File: src/rtl/sipo_n.sv
// sipo_n: serial-in / parallel-out word assembler.
//
// Bits are shifted into q on every clock edge where shift_en is high. After
// WIDTH bits, the assembled word is published on `word` and flagged by
// `word_valid`, which stays high until the consumer asserts word_ack. If a
// new word completes while the previous one is still unacknowledged, the
// old word is overwritten and the sticky `overrun` flag is set.
//
// Optional feature, compiled in with the macro SIPO_PARITY_EN: every WIDTH
// data bits are followed by one even-parity bit. The word is published on
// that parity edge, and parity_err reports whether the parity check failed.
// Without the macro, parity_err is tied to 0.
//
// clear is a synchronous, active-high reset with priority over all other
// inputs.
module sipo_n #(
  parameter int WIDTH     = 8,
  parameter bit MSB_FIRST = 1'b1
) (
  input  logic                       clk,
  input  logic                       clear,
  input  logic                       datain,
  input  logic                       shift_en,
  input  logic                       word_ack,
  output logic [WIDTH-1:0]           q,
  output logic [WIDTH-1:0]           word,
  output logic                       word_valid,
  output logic [$clog2(WIDTH+1)-1:0] bit_cnt,
  output logic                       overrun,
  output logic                       parity_err
);

  localparam int             CW   = $clog2(WIDTH + 1);
  localparam logic [CW-1:0]  LAST = CW'(WIDTH - 1);

  typedef enum logic {
    COLLECT = 1'b0,
    PARITY  = 1'b1
  } state_t;

  state_t           state;
  logic [WIDTH-1:0] shifted;   // q after accepting datain in the current bit order
  logic             last_bit;  // this edge carries the WIDTH-th data bit
  logic             publish;   // this edge hands a finished word to the consumer
  logic [WIDTH-1:0] pub_word;  // value handed over when publish is high

  assign shifted  = MSB_FIRST ? {q[WIDTH-2:0], datain} : {datain, q[WIDTH-1:1]};
  assign last_bit = shift_en && (state == COLLECT) && (bit_cnt == LAST);

`ifdef SIPO_PARITY_EN
  // The word is complete only once the trailing parity bit has arrived.
  // q already holds all data bits at that point.
  assign publish  = shift_en && (state == PARITY);
  assign pub_word = q;
`else
  // The word completes on the edge that carries its last data bit.
  // That bit is included, so the new q value is published.
  assign publish  = last_bit;
  assign pub_word = shifted;
`endif

  // Frame FSM: shift data bits, count them, and step through the parity slot.
  // NOTE: sequential state uses non-blocking assignments so that every flop
  // samples pre-edge values, independent of statement or process order.
  always_ff @(posedge clk) begin
    if (clear) begin
      q       <= '0;
      bit_cnt <= '0;
      state   <= COLLECT;
    end else if (shift_en && (state == COLLECT)) begin
      q <= shifted;
      if (last_bit) begin
        bit_cnt <= '0;
`ifdef SIPO_PARITY_EN
        state   <= PARITY;
`endif
      end else begin
        bit_cnt <= bit_cnt + CW'(1);
      end
    end else if (shift_en) begin
      // Parity slot: q and bit_cnt hold.
      // The sampled bit only feeds the parity check.
      state <= COLLECT;
    end
  end

  // Word handoff: publish the word, clear it on acknowledge, and record overruns.
  always_ff @(posedge clk) begin
    if (clear) begin
      word       <= '0;
      word_valid <= 1'b0;
      overrun    <= 1'b0;
    end else if (publish) begin
      word       <= pub_word;
      word_valid <= 1'b1;
      if (word_valid && !word_ack) begin
        overrun <= 1'b1;
      end
    end else if (word_ack) begin
      word_valid <= 1'b0;
    end
  end

`ifdef SIPO_PARITY_EN
  // Even-parity check result, updated only when a word is published.
  always_ff @(posedge clk) begin
    if (clear) begin
      parity_err <= 1'b0;
    end else if (publish) begin
      parity_err <= ^{q, datain};
    end
  end
`else
  assign parity_err = 1'b0;
`endif

endmodule

File: config.mk
export PLATFORM = sky130hd
export DESIGN_NAME = sipo_n
export DESIGN_NICKNAME = d
export VERILOG_FILES = /design/src/rtl/sipo_n.sv
export SDC_FILE = /design/constraint.sdc
export NUM_CORES = 1
export LEC_CHECK = 0
export ABC_AREA = 1
export CORE_MARGIN = 1
export CORE_UTILIZATION = 35
export DETAILED_ROUTE_END_ITERATION = 10
export PLACE_DENSITY = 0.65
export SLEW_MARGIN = 20
export SYNTH_ARGS = -nofsm -noshare
export SYNTH_HDL_FRONTEND = slang
export SYNTH_SLANG_ARGS = --single-unit
File: constraint.sdc
create_clock -name clk -period 1.1 [get_ports clk]
set_input_delay 0.22 -clock clk [delete_from_list [all_inputs] [get_ports clk]]
set_output_delay 0.22 -clock clk [all_outputs]
set_load 0.02 [all_outputs]
==> insert_results.sql <==
INSERT INTO impl_metrics (metric_group, metric, value, unit) VALUES
('run_status', 'run_status', 'complete, but fails checks', ''),
('run_status', 'failing_checks', 'negative setup slack', ''),
('yosys', 'synth.most_common_cell', 'nor2_1', ''),
('sta', 'finalClockSkew', '0.00481', 'ns'),
('cts', 'tritoncts', 'done', ''),
('yosys', 'post-synth-top-area-cell', 'dfxtp_1', ''),
('sta', 'period_needed', '1.19', 'ns'),
('critical_path', 'worst_setup_path_class', 'register to register', ''),
('yosys', 'avgSynthCellArea', '7.28', 'sq um'),
('power', 'leakagePower', '0.644', 'nW'),
('sta', 'setup_viol_count_final', '11', ''),
('layout', 'count_of_nets_after_finishing', '173', ''),
('sta', 'timing_hold_violations_final', '0', ''),
('grt', 'grt_max_degree', '22', ''),
('floorplan', 'io_pins', '28', ''),
('power', 'cellPowerDensity', '1210', 'nW/um^2'),
('placed_design', 'numPlacedInstances', '188', ''),
('critical_path', 'timing.critical_path.cells', 'buf_12 -> ha_4 -> nand2_4 -> buf_4 -> buf_6 -> inv_1 -> nand3_1 -> a21oi_1', ''),
('layout', 'finish.utilization', '0.583', ''),
('cts', 'worst_setup_hold_path_clk_slew', '0.12', 'ns'),
('yosys', 'synth_ff_type', 'dfxtp_1', ''),
('sta', 'totalNegativeSetupSlack', '-0.488', 'ns'),
('critical_path', 'worst-endpoint-required', '1.35', 'ns'),
('routing', 'met3WireLength', '92', 'um'),
('critical_path', 'worstSetupStartpointType', 'register', ''),
('floorplan', 'die_h', '52.0', 'um'),
('yosys', 'yosys.cell_types.count', '16', ''),
('floorplan', 'fp.dieW', '52.0', 'um'),
('layout', 'area_growth', '51.9', '%'),
('power', 'sw_frac_of_total', '0.245', ''),
('grt', 'grt_pass1_vias', '711', ''),
('power', 'cell_internal_pwr', '1.22', 'mW'),
('placed_design', 'detailedPlacementHpwl', '1.31', 'mm'),
('placed_design', 'place_ws', '-0.308', 'ns'),
('cts', 'clk_root_buffer_cell', 'clkbuf_4', ''),
('placed_design', 'port_buffers', '26', ''),
('yosys', 'synth_seq_cells', '22', ''),
('grt', 'gr-total-overflow', '0', ''),
('floorplan', 'placement_row_count', '17', ''),
('routing', 'routed_wire_length_per_instance', '9.40', 'um'),
('critical_path', 'timing.critical_path.buf_inv', '4', ''),
('cts', 'clk_latency', '0.31', 'ns'),
('layout', 'final_cell_count_no_fill', '194', ''),
('routing', 'drt.antenna.violating_nets', '0', ''),
('routing', 'detail_route.drc_violations', '0', ''),
('power', 'p_total', '1.61', 'mW'),
('run', 'cap_violations', '0', ''),
('yosys', 'synthesis.area', '873', 'sq um'),
('yosys', 'synth_edf_count', '0', ''),
('sta', 'finalWorstSetupSlack', '-0.0869', 'ns'),
('yosys', 'synth_largest_type_area_fraction', '0.504', ''),
('cts', 'cts_hold_repair.buffers', '0', ''),
('critical_path', 'slowest_stage', 'dfxtp_4', ''),
('yosys', 'yosysWarningCount', '0', ''),
('layout', 'drive_above_1_share', '0.373', ''),
('cts', 'htreeDepth', '1', ''),
('power', 'net_switching_power_of_the_design', '394', 'uW'),
('yosys', 'synth.top_cells.by_count', 'nor2_1, nand2_1, dfxtp_1, inv_1, o21ai_0', ''),
('worst_hold_path', 'worst_hold_startpoint', 'overrun', ''),
('routing', 'routed_wl', '1.82', 'mm'),
('routing', 'routed-via-count', '827', ''),
('critical_path', 'setup.reg_to_reg.worst_slack', '-0.09', 'ns'),
('floorplan', 'start_util', '0.384', ''),
('critical_path', 'setup.worst_path.end_class', 'register', ''),
('critical_path', 'critical_path.reg2reg.startpoint', 'bit_cnt[1]', ''),
('yosys', 'synth.net_count', '126', ''),
('cts', 'clock_sink_count', '22', ''),
('floorplan', 'die_area', '2700', 'sq um'),
('yosys', 'synth_async_sr_flop_share', '0', ''),
('yosys', 'netlist_top_cells_area', 'dfxtp_1, nor2_1, nand2_1', ''),
('routing', 'drt-initial-drc-count', '10', '');
worst reg2reg max path, stage by stage (launching register included):
cell and delay (ns):
dfxtp_4 0.38, buf_12 0.10, ha_4 0.13, nand2_4 0.05
buf_4 0.13, buf_6 0.11, inv_1 0.04, nand3_1 0.07
a21oi_1 0.12
worst paths after layout:
| path | to | depth (start not counted) |
|---|---|---|
| worst max-delay path | overrun | 8 |
| worst min-delay path | overrun | 2 |
| worst max register to register | overrun | 8 |
| worst min register to register | overrun | 2 |
metrics by stage:
step	cell area, sq um	hold slack [ns]
6_report	1330	0.448
5_1_grt	1330	0.478
4_1_cts	1290	0.454
3_5_place_dp	1330	0.437
3_3_place_gp	1330	0.434
2_1_floorplan	900	0.289
power by group through the flow:
stage | Sequential [mW] | Clock (mW) | Combinational (mW)
6_report | 0.840 | 0.530 | 0.239
5_1_grt | 0.844 | 0.584 | 0.262
4_1_cts | 0.841 | 0.561 | 0.234
3_5_place_dp | 0.860 | 0 | 0.251
3_3_place_gp | 0.859 | 0 | 0.248
2_1_floorplan | 0.895 | 0 | 0.0778
placed cells by master (no fill, tap or decap):
| cell | netlist | layout |
|---|---|---|
| buf_12 | 0 | 2 |
| conb_1 | 1 | 1 |
| dfxtp_2 | 0 | 2 |
| buf_6 | 1 | 3 |
| buf_2 | 1 | 21 |
| inv_1 | 16 | 16 |
| o21ai_4 | 0 | 1 |
| o21ai_0 | 11 | 10 |
| ha_4 | 0 | 1 |
| nand2_1 | 23 | 18 |
| nand3_1 | 3 | 3 |
| dfxtp_1 | 22 | 18 |
| nand2_2 | 1 | 5 |
| nor2_4 | 1 | 1 |
| nand2_4 | 0 | 1 |
| a21oi_1 | 10 | 9 |
| clkdlybuf4s50_1 | 0 | 4 |
| clkbuf_16 | 0 | 1 |
| dfxtp_4 | 0 | 2 |
| nor2_1 | 25 | 25 |
| clkbuf_4 | 0 | 3 |
| a21oi_2 | 0 | 1 |
| buf_4 | 2 | 18 |
flip-flops by register name, summed over array words and instances, names as in the netlist:
register and count:
q 8, word 8, word_valid 1, bit_cnt 4, overrun 1
metal layers:
layer | global-route usage | up-vias
met4 | 0.108 | 0
met5 | 0 | -
li1 | - | 459
met2 | 0.220 | 17
met3 | 0.0205 | 4
met1 | 0.196 | 347
what timing repair did:
| action | in CTS | in global routing |
|---|---|---|
| endpoints found under the setup margin | 32 | 15 |
| gates resized for setup | 94 | 8 |
| setup buffers | 1 | 1 |
cell families after synthesis:
family	after synthesis	synth area share
other	1	0.00429
AOI/OAI and AO/OA	21	0.120
adders and majority gates	1	0.0143
and+or+nand+nor	53	0.244
buffers and inverters	22	0.113
DFF	22	0.504
area by class of cell:
type                       count  area (sq um)
fill                         215           950
sequential                    22           450
multi-input combinational     76           379
timing repair buffer          48           354
inverter                      16          60.1
clock buffer                   4          47.5
tap                           28          35.0
Note: power is estimated with default switching activity, not from simulation.
